## config.mk

```make
export PLATFORM = sky130hd
export DESIGN_NAME = reuleaux_sched
export DESIGN_NICKNAME = d
export VERILOG_FILES = /design/src/rtl/reuleaux_sched.sv
export SDC_FILE = /design/constraint.sdc
export NUM_CORES = 1
export LEC_CHECK = 0
export ABC_AREA = 0
export ABC_CLOCK_PERIOD_IN_PS = 4010
export CAP_MARGIN = 0
export CORE_ASPECT_RATIO = 0.5
export CORE_UTILIZATION = 30
export DETAILED_ROUTE_END_ITERATION = 6
export GPL_TIMING_DRIVEN = 0
export PLACE_DENSITY_LB_ADDON = 0.15
export SKIP_CTS_REPAIR_TIMING = 1
export SLEW_MARGIN = 20
export SYNTH_ARGS = -nofsm -noshare
export SYNTH_HDL_FRONTEND = slang
export SYNTH_SLANG_ARGS = --single-unit
export TNS_END_PERCENT = 30
```

## constraint.sdc

```tcl
create_clock -name clk -period 4.01 [get_ports clk]
set_clock_uncertainty 0.2 [all_clocks]
set_input_delay 0.802 -clock clk [delete_from_list [all_inputs] [get_ports clk]]
set_output_delay 0.802 -clock clk [all_outputs]
set_load 0.02 [all_outputs]
```

## src/rtl/reuleaux_sched.sv

```systemverilog
// reuleaux_sched
//   Top-level sequencer for the Reuleaux-triangle drawer. Latches centre and
//   diameter on start, computes the three arc centres, then runs the three
//   segment engines (c1, c2, c3) one after another. Only the active engine's
//   pixels reach the VGA port, through a one-cycle registered mux.
//
//   Optional feature macro: REULEAUX_CLIP_EN
//     defined   - forwarded pixels outside [0,SCREEN_W) x [0,SCREEN_H) are
//                 dropped (no strobe, vga_x/vga_y hold).
//     undefined - every forwarded pixel strobes; coordinates are truncated.
//
// Ports
//   clk, rst_n          clock, synchronous active-low reset
//   start / done        level handshake with the task top level
//   centre_x/_y, diameter   triangle parameters (latched on IDLE->CALC)
//   seg_start[2:0]      per-engine start, one-hot while running
//   seg_cx/seg_cy/seg_r centre and radius for the active engine
//   seg_done[2:0]       per-engine done
//   seg_x/seg_y         engine pixel coordinates, engine n at [n*10 +: 10]
//                       and [n*9 +: 9] (signed)
//   seg_plot[2:0]       per-engine pixel valid
//   vga_x/vga_y/vga_plot  pixel write port to the VGA adapter
//
// state | meaning
// IDLE  | waiting for start, inputs latched on exit
// CALC  | registering the three arc centres
// RUNn  | engine n running, seg_start[n-1] high, its pixels forwarded
// RELn  | start released, waiting for engine n's done to drop
// DONE  | drawing complete, waiting for start to drop

module reuleaux_sched #(
  parameter int SCREEN_W = 160,
  parameter int SCREEN_H = 120
) (
  input  logic              clk,
  input  logic              rst_n,
  input  logic              start,
  input  logic [7:0]        centre_x,
  input  logic [6:0]        centre_y,
  input  logic [7:0]        diameter,
  output logic              done,
  output logic [2:0]        seg_start,
  output logic signed [9:0] seg_cx,
  output logic signed [8:0] seg_cy,
  output logic [7:0]        seg_r,
  input  logic [2:0]        seg_done,
  input  logic [29:0]       seg_x,
  input  logic [26:0]       seg_y,
  input  logic [2:0]        seg_plot,
  output logic [7:0]        vga_x,
  output logic [6:0]        vga_y,
  output logic              vga_plot
);

  typedef enum logic [3:0] {
    S_IDLE, S_CALC, S_RUN1, S_REL1, S_RUN2, S_REL2, S_RUN3, S_REL3, S_DONE
  } state_t;

  localparam logic [9:0] X_LIM = 10'(SCREEN_W);
  localparam logic [8:0] Y_LIM = 9'(SCREEN_H);

  state_t state, state_nxt;

  logic [7:0] lat_x;
  logic [6:0] lat_y;
  logic [7:0] lat_d;

  logic signed [9:0] c1x, c2x, c3x;
  logic signed [8:0] c1y, c3y;

  // ---------------- centre arithmetic ----------------
  // 296/1024 ~= sqrt(3)/6; 255*296 fits comfortably in 18 bits.
  logic [17:0] prod;
  logic [9:0]  r6, r3, half_d, cx10, cy10;
  logic [9:0]  c1x_n, c2x_n, cy_lo_n, c3y_n;

  always_comb begin
    prod    = 18'(lat_d) * 18'd296;
    r6      = {2'b00, prod[17:10]};
    r3      = {r6[8:0], 1'b0};
    half_d  = {3'b000, lat_d[7:1]};
    cx10    = {2'b00, lat_x};
    cy10    = {3'b000, lat_y};
    c1x_n   = cx10 + half_d;
    c2x_n   = cx10 - half_d;
    cy_lo_n = cy10 + r6;
    c3y_n   = cy10 - r3;
  end

  // ---------------- FSM ----------------
  always_ff @(posedge clk) begin
    if (!rst_n) state <= S_IDLE;
    else        state <= state_nxt;
  end

  logic [1:0] sel;   // engine whose centre / pixels are selected
  logic       run;   // pixel forwarding enabled

  always_comb begin
    state_nxt = state;
    seg_start = 3'b000;
    done      = 1'b0;
    sel       = 2'd0;
    run       = 1'b0;
    case (state)
      S_IDLE: if (start) state_nxt = S_CALC;
      S_CALC: state_nxt = S_RUN1;
      S_RUN1: begin
        seg_start = 3'b001;
        run       = 1'b1;
        if (seg_done[0]) state_nxt = S_REL1;
      end
      S_REL1: if (!seg_done[0]) state_nxt = S_RUN2;
      S_RUN2: begin
        seg_start = 3'b010;
        run       = 1'b1;
        sel       = 2'd1;
        if (seg_done[1]) state_nxt = S_REL2;
      end
      S_REL2: begin
        sel = 2'd1;
        if (!seg_done[1]) state_nxt = S_RUN3;
      end
      S_RUN3: begin
        seg_start = 3'b100;
        run       = 1'b1;
        sel       = 2'd2;
        if (seg_done[2]) state_nxt = S_REL3;
      end
      S_REL3: begin
        sel = 2'd2;
        if (!seg_done[2]) state_nxt = S_DONE;
      end
      S_DONE: begin
        done = 1'b1;
        if (!start) state_nxt = S_IDLE;
      end
      default: state_nxt = S_IDLE;
    endcase
  end

  // ---------------- engine-facing muxes ----------------
  logic [9:0] fwd_x;
  logic [8:0] fwd_y;
  logic       fwd_plot;

  always_comb begin
    seg_cx   = c1x;
    seg_cy   = c1y;
    fwd_x    = seg_x[9:0];
    fwd_y    = seg_y[8:0];
    fwd_plot = 1'b0;
    case (sel)
      2'd1: begin
        seg_cx   = c2x;
        seg_cy   = c1y;            // c1 and c2 share the same y
        fwd_x    = seg_x[19:10];
        fwd_y    = seg_y[17:9];
        fwd_plot = seg_plot[1];
      end
      2'd2: begin
        seg_cx   = c3x;
        seg_cy   = c3y;
        fwd_x    = seg_x[29:20];
        fwd_y    = seg_y[26:18];
        fwd_plot = seg_plot[2];
      end
      default: fwd_plot = seg_plot[0];
    endcase
    fwd_plot = fwd_plot & run;
  end

  assign seg_r = lat_d;

  logic accept;
`ifdef REULEAUX_CLIP_EN
  logic in_range;
  always_comb begin
    in_range = !fwd_x[9] && (fwd_x < X_LIM) && !fwd_y[8] && (fwd_y < Y_LIM);
    accept   = fwd_plot & in_range;
  end
  logic unused_bits;
  assign unused_bits = ^{prod[9:0], cy_lo_n[9], c3y_n[9], X_LIM, Y_LIM};
`else
  assign accept = fwd_plot;
  logic unused_bits;
  assign unused_bits = ^{prod[9:0], cy_lo_n[9], c3y_n[9], fwd_x[9:8],
                         fwd_y[8:7], X_LIM, Y_LIM};
`endif

  // ---------------- datapath registers ----------------
  always_ff @(posedge clk) begin
    if (!rst_n) begin
      lat_x    <= '0;
      lat_y    <= '0;
      lat_d    <= '0;
      c1x      <= '0;
      c2x      <= '0;
      c3x      <= '0;
      c1y      <= '0;
      c3y      <= '0;
      vga_x    <= '0;
      vga_y    <= '0;
      vga_plot <= 1'b0;
    end else begin
      if (state == S_IDLE && start) begin
        lat_x <= centre_x;
        lat_y <= centre_y;
        lat_d <= diameter;
      end
      if (state == S_CALC) begin
        c1x <= c1x_n;
        c2x <= c2x_n;
        c3x <= cx10;
        c1y <= cy_lo_n[8:0];
        c3y <= c3y_n[8:0];
      end
      if (accept) begin
        vga_x <= fwd_x[7:0];
        vga_y <= fwd_y[6:0];
      end
      vga_plot <= accept;
    end
  end

endmodule
```

After elaboration in Yosys (flattened, before gate mapping):

Index checks and enable logic that the tools add are counted.
W data, S select, Z words.

* input port bits: 89
* output and inout port bits: 47
* word-level logic and storage cells: 60
* register bits: 89

* bitwise logic cells: 1
* add/sub/neg operators: 4
* $mul: 1
* reduce and logical (&&, ||, !) cells: 6
* eq/ne operators: 18
* muxes and demuxes: 18

Operator list (count)
* $pmux W4 S9: 1
* $mux W4: 8
* $pmux W10 S2: 1
* $eq A4 B3 Y1 const B: 4
* $ne A2 B2 Y1 const B: 8
* $pmux W8 S2: 1
* $mul A8 B6 Y14 const B: 1
* $pmux W7 S2: 1
* $add A8 B7 Y9: 1
* $mux W9: 1
* $pmux W3 S3: 1
* $sub A7 B8 Y9: 1
* $sub A8 B7 Y9: 1
* $add A7 B7 Y8: 1
* $eq A4 B2 Y1 const B: 2
* $reduce_and A8 Y1: 1
* $eq A4 B1 Y1 const B: 1
* $eq A4 B4 Y1 const B: 1
* $logic_not A4 Y1: 1
* $pmux W2 S2: 1
* $reduce_or A2 Y1: 2
* $reduce_or A3 Y1: 1
* $eq A2 B1 Y1 const B: 1
* $eq A2 B2 Y1 const B: 1
* other kinds (4): 5

Logic depth before layout (Yosys ltp):

Gate-level depths: netlist of run 1.

* depth after elaboration: 6
* mapped depth: 17
* mapped depth without buffers: 17

Worst setup path after synthesis of run 1:

OpenSTA, ideal clock, no wires.

* path kind: reg-to-reg
* start point: register lat_d[6], in the netlist seg_r[6]
* end point: register c3y[4]
* path slack: -112 ps
* buffers on the path: 0
* cell stages (with the launch flop): 16
* setup time: 132 ps
* data arrival time: 3789 ps
* period minus slack after synthesis: 4122 ps
* required time: 3678 ps
* cell sequence: dfxtp_1 ha_1 ha_1 fa_1 ha_1 a21oi_1 o21ai_2 a21oi_1 xnor2_1 inv_1 ha_1 nor2b_1 o21ai_0 or3b_2 o211ai_1 a21oi_1

* word-level cells in the longest chain between the ends: 2

Ends and longest elaborated chain
* start, declared: RTL line 66 `logic [7:0] lat_d;`
* start signal, assigned: RTL line 209 `lat_d <= diameter;`
* $mul A8 B6 Y14: RTL line 78 `prod = 18'(lat_d) * 18'd296;`
* $sub A7 B8 Y9: RTL line 87 `c3y_n = cy10 - r3;`
* end signal, assigned: RTL line 216 `c3y <= c3y_n[8:0];`
* end, declared: RTL line 69 `logic signed [8:0] c1y, c3y;`

Every way passes these cells.
A chain may end at the register's enable or synchronous reset.

Worst setup path in the final report of run 1:

* start point: register lat_d[7], in the netlist seg_r[7]
* end point: register c3y[8]

The elaborated chain is that of the path after synthesis.

==> results of run 1 <==
==> sequential cells by signal, indices dropped and copies added, names as in the netlist <==
register  cells
vga_x         8
lat_x         8
seg_r         8
c1y           8
vga_y         7
vga_plot      1
lat_y         7
c2x           8
c1x           9
c3x           8
c3y           9
state         4
==> power by group through the flow <==
stage	registers (mW)	clock network (mW)	logic (mW)
after floorplan	1.29	0	1.79
after global placement	1.28	0	2.70
after detailed placement	1.29	0	2.71
after CTS	1.27	0.948	2.73
after global routing	1.30	0.985	3.16
final	1.27	0.929	2.83
==> tightest hold or removal path, cell delays in order (launching register included) <==
cell and delay, ps:
dfxtp_1 310, nand2_1 50, a21oi_1 50
==> worst max path at each step <==
stage,from,endpoint
after CTS,state[1]$_SDFFE_PN0P_,seg_cx[4]
after global placement,state[1]$_SDFFE_PN0P_,seg_cx[4]
after detailed placement,state[1]$_SDFFE_PN0P_,seg_cx[4]
after floorplan,seg_r[5]$_SDFFE_PN0P_,c3y[4]$_SDFFE_PN0P_
after global routing,seg_r[7]$_SDFFE_PN0P_,c3y[8]$_SDFFE_PN0P_
final,seg_r[7]$_SDFFE_PN0P_,c3y[8]$_SDFFE_PN0P_
==> cells in the mapped netlist (4+ instances only) <==
| cell type | n |
|---|---|
| nand3_1 | 14 |
| mux2_2 | 8 |
| xnor2_1 | 12 |
| a211oi_1 | 14 |
| buf_6 | 4 |
| buf_2 | 11 |
| o21bai_1 | 4 |
| xor2_1 | 5 |
| or3_1 | 6 |
| nand2_1 | 97 |
| buf_4 | 4 |
| o211ai_1 | 6 |
| nor3_1 | 9 |
| clkbuf_1 | 28 |
| a21o_1 | 4 |
| ha_1 | 51 |
| a22oi_1 | 7 |
| nor2b_1 | 8 |
| a221o_1 | 16 |
| nand2b_1 | 11 |
| inv_1 | 25 |
| o21ai_0 | 48 |
| nor4_1 | 4 |
| fa_1 | 7 |
| dfxtp_1 | 85 |
| nor2_1 | 65 |
| a21oi_1 | 74 |
==> routing by layer <==
metal  GRT usage, %  part of all wire, %  vias to the layer above
met5              0                    0                        -
met4           3.66                 0.74                        0
met3           3.99                  5.1                        8
met2           31.1                   45                      112
met1           24.8                   49                     2500
li1               -                    -                     2649
==> kinds of logic after synthesis <==
group | share of synthesized area (%)
muxes | 2.04
DFF | 31.6
adders and majority gates | 14.4
and+or+nand+nor | 20.2
xor gates and xnor gates | 2.76
buffers and inverters | 6.36
AOI/OAI and AO/OA | 22.7
==> cell type report <==
class,count,area [sq um]
multi-input cells,516,3510
plain buffers,46,249
flip-flops and latches,85,1720
inverters,26,103
clock buffers,11,253
clock inverters,5,81.3
fillers,1830,9990
well taps,234,293
repair buffers,128,1290
==> through the flow <==
step	instance area (sq um)	setup WS [ps]	hold WS, ps	power (mW)	setup TNS, ps
global route	7490	-233	269	5.44	-1540
floorplan	5390	10.1	228	3.08	0
global placement	6920	-757	240	3.98	-7920
finish	7490	-0.594	253	5.03	-0.594
detailed placement	6920	-687	246	4.00	-7760
CTS	7250	-1060	256	4.95	-14370
==> results by group, run 1 <==
Outcome
  – Outcome: complete, but fails checks
  – Failing checks: setup timing

Routing
  – Final wirelength: 17300 um
  – WL/cell: 16.5 um
  – Final ANT Viol Nets: 0
  – Vias per std cell: 5.01
  – Detailed Route Iter0 Violations: 239
  – Pre-Repair DR Iteration Count: 4
  – Total number of vias: 5269
  – DRC: 0

GRT
  – Grt ovf: 0
  – Vias in the first global route: 5208
  – Global-route wire length before repair: 27000 um
  – Largest net degree at the start of global routing: 15
  – Initial antenna violation count: 0
  – Tot GR Track Use: 18.7%

Synth
  – Leading area contributor after synthesis: dfxtp_1
  – Synth unique cells: 57
  – Syn_nets: 822
  – Share of the synthesized area in the top cell type: 31.6%
  – Synthesized area: 5390 sq um
  – Fraction of registers with async set/reset: 0%
  – Synth area leaders: dfxtp_1 (32%), ha_1 (12%), a21oi_1 (6.9%), nand2_1 (6.8%), nor2_1 (4.5%)
  – Syn Inst Count: 675
  – Mean post-synth cell area: 7.99 sq um
  – YS warnings: 0
  – Register area share after synthesis: 31.6%
  – Number of synthesized flops with an enable pin: 0
  – Prevailing post-synth register cell: dfxtp_1
  – Synthesized flop and latch total: 85

Placed design
  – Placed instance count: 1032
  – RePlAce Congestion: 0.844
  – Port bufs: 123
  – HPWL after detailed placement: 13300 um

Floorplanning
  – Rows: 34
  – Die ar.: 18500 sq um
  – IO Pins: 136
  – Die width: 192 um
  – Die Span Y: 96.8 um
  – Initial Utilization: 30.8%
  – Core footprint: 17500 sq um

Power and ir drop
  – Switch share: 43.0%
  – Static Leak: 3.00 nW
  – Logic gate share of total power: 56.3%
  – Flop pwr share: 25.2%
  – Net load switching power: 2.17 mW
  – Power per standard cell area: 671 nW/um^2
  – Clock power frac: 18.5%
  – VDD IR max: 0.000264 V
  – P_int: 2.86 mW

Worst setup path
  – FF-to-FF End: c3y[8]$_SDFFE_PN0P_
  – Critical path arrival: 4030 ps
  – Slowest cell on crit path: fa_1
  – Crit-path max cell delay: 520 ps
  – Flop2flop setup slack: -0.6 ps
  – CP Depth: 17
  – CP required: 4030 ps
  – Buf/Inv on CP: 3
  – Crit path cell chain: ha_1, ha_1, inv_1, fa_1, inv_1, ha_2, nand3_1, nand2b_1, nand2_1, xor2_2, inv_1, ha_1, o21ai_0, o21bai_1, nand3_1, a211oi_2, nor2_1
  – Setup crit end kind: flip-flop
  – Critical path launch point type: flip-flop
  – Crit path max fanout: 8
  – Delay-heaviest family, CP: adder cells
  – Worst r2r src: seg_r[7]$_SDFFE_PN0P_
  – Worst-case reg-to-reg path depth: 17
  – Crit Path Class: reg2reg

STA
  – Max transition margin: 53.8%
  – Slew @ Worst Pin: 693 ps
  – Final setup vio count: 1
  – Final max-slew violation count: 0
  – Final Hold Viols: 0
  – Minimum clock period: 4010 ps
  – Worst setup margin: -0.594 ps
  – Period utilization: 100%
  – Fmax: 249 MHz
  – RSZ-0062 raised after global routing: yes

Final layout
  – Final Core Density: 42.9%
  – Most frequent cells in the layout: clkdlybuf4s50_1 (116), nand2_1 (97), dfxtp_1 (80), a21oi_1 (68), nor2_1 (63)
  – Final net count: 959
  – Commonest non-fill, non-tap cell in the layout: clkdlybuf4s50_1
  – Area Overhead vs Synth: 39.0%
  – Antenna diode count: 0
  – Non-Filler Instances: 1051
  – Share of layout cells above drive strength 1: 12.4%

Clock network
  – Num Clock Sinks: 85
  – CTS root buffer: clkbuf_16
  – Worst-Skew Late Latency: 330 ps
  – CTS tree: done
  – TritonCTS Buffers: 9
  – Max Root-Sink Buffers: 2
  – CTS clk-pin slew, worst paths: 60 ps
  – Htree depth: 3

Hold path
  – Endpoint of the worst hold path: c1y[3]$_SDFFE_PN0P_
  – Hold Crit Depth: 2
  – Hold crit path type: reg2reg
  – Hold path start: c1y[3]$_SDFFE_PN0P_

Flow run
  – Max-cap violations: 0
Power figures use the tool's default switching activity.
==> run 2, diff against run 1 <==
--- a/config.mk
+++ b/config.mk
@@ -9,10 +9,10 @@
 export ABC_CLOCK_PERIOD_IN_PS = 4010
 export CAP_MARGIN = 0
 export CORE_ASPECT_RATIO = 0.5
-export CORE_UTILIZATION = 30
+export CORE_UTILIZATION = 45
 export DETAILED_ROUTE_END_ITERATION = 6
 export GPL_TIMING_DRIVEN = 0
-export PLACE_DENSITY_LB_ADDON = 0.15
+export PLACE_DENSITY = 0.86
 export SKIP_CTS_REPAIR_TIMING = 1
 export SLEW_MARGIN = 20
 export SYNTH_ARGS = -nofsm -noshare
==> run 2 against run 1 <==
The run still ends with setup timing left. Worst hold slack gained 2.5 ps. Die area shrank 33%. Wire length down 0.12%. Count of clock-buffer cells in the layout is 2 lower. Fmax decreased by 1.9%. Sequential power hardly changed. Non-clock buffer count fell by 4. Sequential cell count did not move. Utilization rose by 23 points. Total power is 1.2% higher. Largest cell class unchanged. Largest power group unchanged.
==> results by group, run 2 (synthesis gave the netlist of run 1 again) <==
Outcome
  – Failing checks: setup timing
  – Outcome: complete, but fails checks

Worst setup path
  – FF-to-FF End: c3y[4]$_SDFFE_PN0P_
  – CP required: 4020 ps
  – Worst-case reg-to-reg path depth: 15
  – CP startpoint: seg_r[3]$_SDFFE_PN0P_
  – Worst r2r src: seg_r[3]$_SDFFE_PN0P_
  – Setup crit end kind: flip-flop
  – Flop2flop setup slack: -80 ps
  – Crit path to: c3y[4]$_SDFFE_PN0P_
  – Crit path max fanout: 7
  – Critical path arrival: 4100 ps
  – Crit Path Class: reg2reg
  – Critical path launch point type: flip-flop

Power and ir drop
  – Final Power: 5.09 mW
  – Static Leak: 2.97 nW
  – Power per standard cell area: 684 nW/um^2
  – VDD IR max: 0.000286 V

GRT
  – Largest net degree at the start of global routing: 18
  – Global-route wire length before repair: 26000 um
  – Tot GR Track Use: 27.3%
  – Met3 Usage GRT: 7.60%
  – GR met2 Demand/Resource: 45.9%
  – Grt ovf: 0
  – Busiest grt layer: met2
  – Initial antenna violation count: 0
  – Vias in the first global route: 5184
  – Grt met1 use: 34.1%

Routing
  – Total number of vias: 5525
  – DRC: 0
  – Detailed Route Iter0 Violations: 350
  – Final ANT Viol Nets: 0
  – Pre-Repair DR Iteration Count: 5
  – Vias per std cell: 5.68
  – Final wirelength: 17300 um
  – WL/cell: 17.8 um

STA
  – Final setup vio count: 5
  – Slew @ Worst Pin: 755 ps
  – Period utilization: 102%
  – Max transition margin: 49.7%
  – Final Hold Viols: 0
  – Setup TNS: -155 ps
  – Minimum clock period: 4090 ps
  – Worst setup margin: -77.9 ps
  – RSZ-0062 raised after global routing: yes
  – Final max-slew violation count: 0
  – Fmax: 245 MHz

Clock network
  – TritonCTS Buffers: 9
  – Num Clock Sinks: 85
  – Htree depth: 3
  – CTS clk-pin slew, worst paths: 70 ps
  – Max Root-Sink Buffers: 2
  – Worst-Skew Late Latency: 360 ps
  – CTS root buffer: clkbuf_16
  – CTS tree: done

Final layout
  – Share of layout cells above drive strength 1: 13.4%
  – Most frequent cells in the layout: clkdlybuf4s50_1 (116), nand2_1 (96), dfxtp_1 (80), a21oi_1 (66), nor2_1 (63)
  – Final instance area: 7440 sq um
  – Commonest non-fill, non-tap cell in the layout: clkdlybuf4s50_1
  – Area Overhead vs Synth: 38.1%
  – Final net count: 955
  – Top Registers: c1x x9, c3y x9
  – Antenna diode count: 0

Hold path
  – Hold crit path type: reg2reg

Floorplanning
  – Core footprint: 11300 sq um
  – Rows: 27
  – Initial Utilization: 47.6%
  – Die Span Y: 79.4 um
  – IO Pins: 136
  – Die ar.: 12400 sq um
  – Die width: 157 um

Placed design
  – HPWL after detailed placement: 12600 um
  – Port bufs: 123
  – RePlAce Congestion: 0.886
  – Placed Area: 6820 sq um

Flow run
  – Max-cap violations: 0
-- run 2: worst min-delay path by stage --
| stage | startpoint | to | slack (ps) | cells past startpoint |
|---|---|---|---|---|
| after detailed placement | c2x[3]$_SDFFE_PN0P_ | c2x[3]$_SDFFE_PN0P_ | 250 | 2 |
| final | c1y[2]$_SDFFE_PN0P_ | c1y[2]$_SDFFE_PN0P_ | 260 | 2 |
| after global placement | c3y[3]$_SDFFE_PN0P_ | c3y[3]$_SDFFE_PN0P_ | 240 | 2 |
| after floorplan | c3y[3]$_SDFFE_PN0P_ | c3y[3]$_SDFFE_PN0P_ | 230 | 2 |
| after CTS | c2x[2]$_SDFFE_PN0P_ | c2x[2]$_SDFFE_PN0P_ | 260 | 2 |
| after global routing | c1y[0]$_SDFFE_PN0P_ | c1y[0]$_SDFFE_PN0P_ | 280 | 2 |
-- run 2: layer usage --
metal	wire length [um]	part of all wire [%]	vias to the layer above
li1	-	-	2649
met1	7550	44	2594
met2	7780	45	250
met3	1630	9.4	32
met4	344	2.0	0
met5	0	0	-
-- run 2: area by class of cell --
| cell class | count | area (sq um) |
|---|---|---|
| clock inverters | 7 | 63.8 |
| flip-flops and latches | 85 | 1720 |
| repair buffers | 124 | 1260 |
| plain buffers | 46 | 253 |
| multi-input cells | 516 | 3620 |
| inverters | 26 | 103 |
| clock buffers | 9 | 225 |
| well taps | 159 | 199 |
| fillers | 926 | 3870 |
-- run 2: metrics by stage --
| stage | util, % | cells | worst slack, ps | hold WS [ps] |
|---|---|---|---|---|
| floorplan | - | 675 | 10.1 | 228 |
| global placement | 60.3 | 957 | -638 | 239 |
| detailed placement | 60.3 | 957 | -670 | 247 |
| CTS | 62.9 | 973 | -1050 | 257 |
| global route | 65.8 | 972 | -212 | 276 |
| finish | 65.8 | 972 | -77.9 | 255 |
-- run 2: worst max-delay path, cell delays in order (launching register included) --
cell and delay (ps):
dfxtp_4 380, ha_1 310, ha_2 180, fa_1 500
ha_4 330, nand3_4 100, o21ai_4 260, a21oi_4 140
xnor2_4 250, inv_2 70, ha_1 270, nor2b_1 150
o21ai_1 110, or3b_2 460, o211ai_1 140, a21oi_1 100
-- run 2: where the power goes --
group	leakage (nW)	internal [mW]	switching, mW	total [mW]
sequential	0.697	1.09	0.194	1.28
combinational	2.13	1.26	1.72	2.98
clock	0.137	0.435	0.392	0.827
total	2.97	2.78	2.31	5.09
==> run 3, diff against run 2 <==
--- a/config.mk
+++ b/config.mk
@@ -10,6 +10,7 @@
 export CAP_MARGIN = 0
 export CORE_ASPECT_RATIO = 0.5
 export CORE_UTILIZATION = 45
+export CTS_CLUSTER_SIZE = 24
 export DETAILED_ROUTE_END_ITERATION = 6
 export GPL_TIMING_DRIVEN = 0
 export PLACE_DENSITY = 0.86
==> results of run 3 <==
Final layout, timing and power as in run 2 (identical DEF).
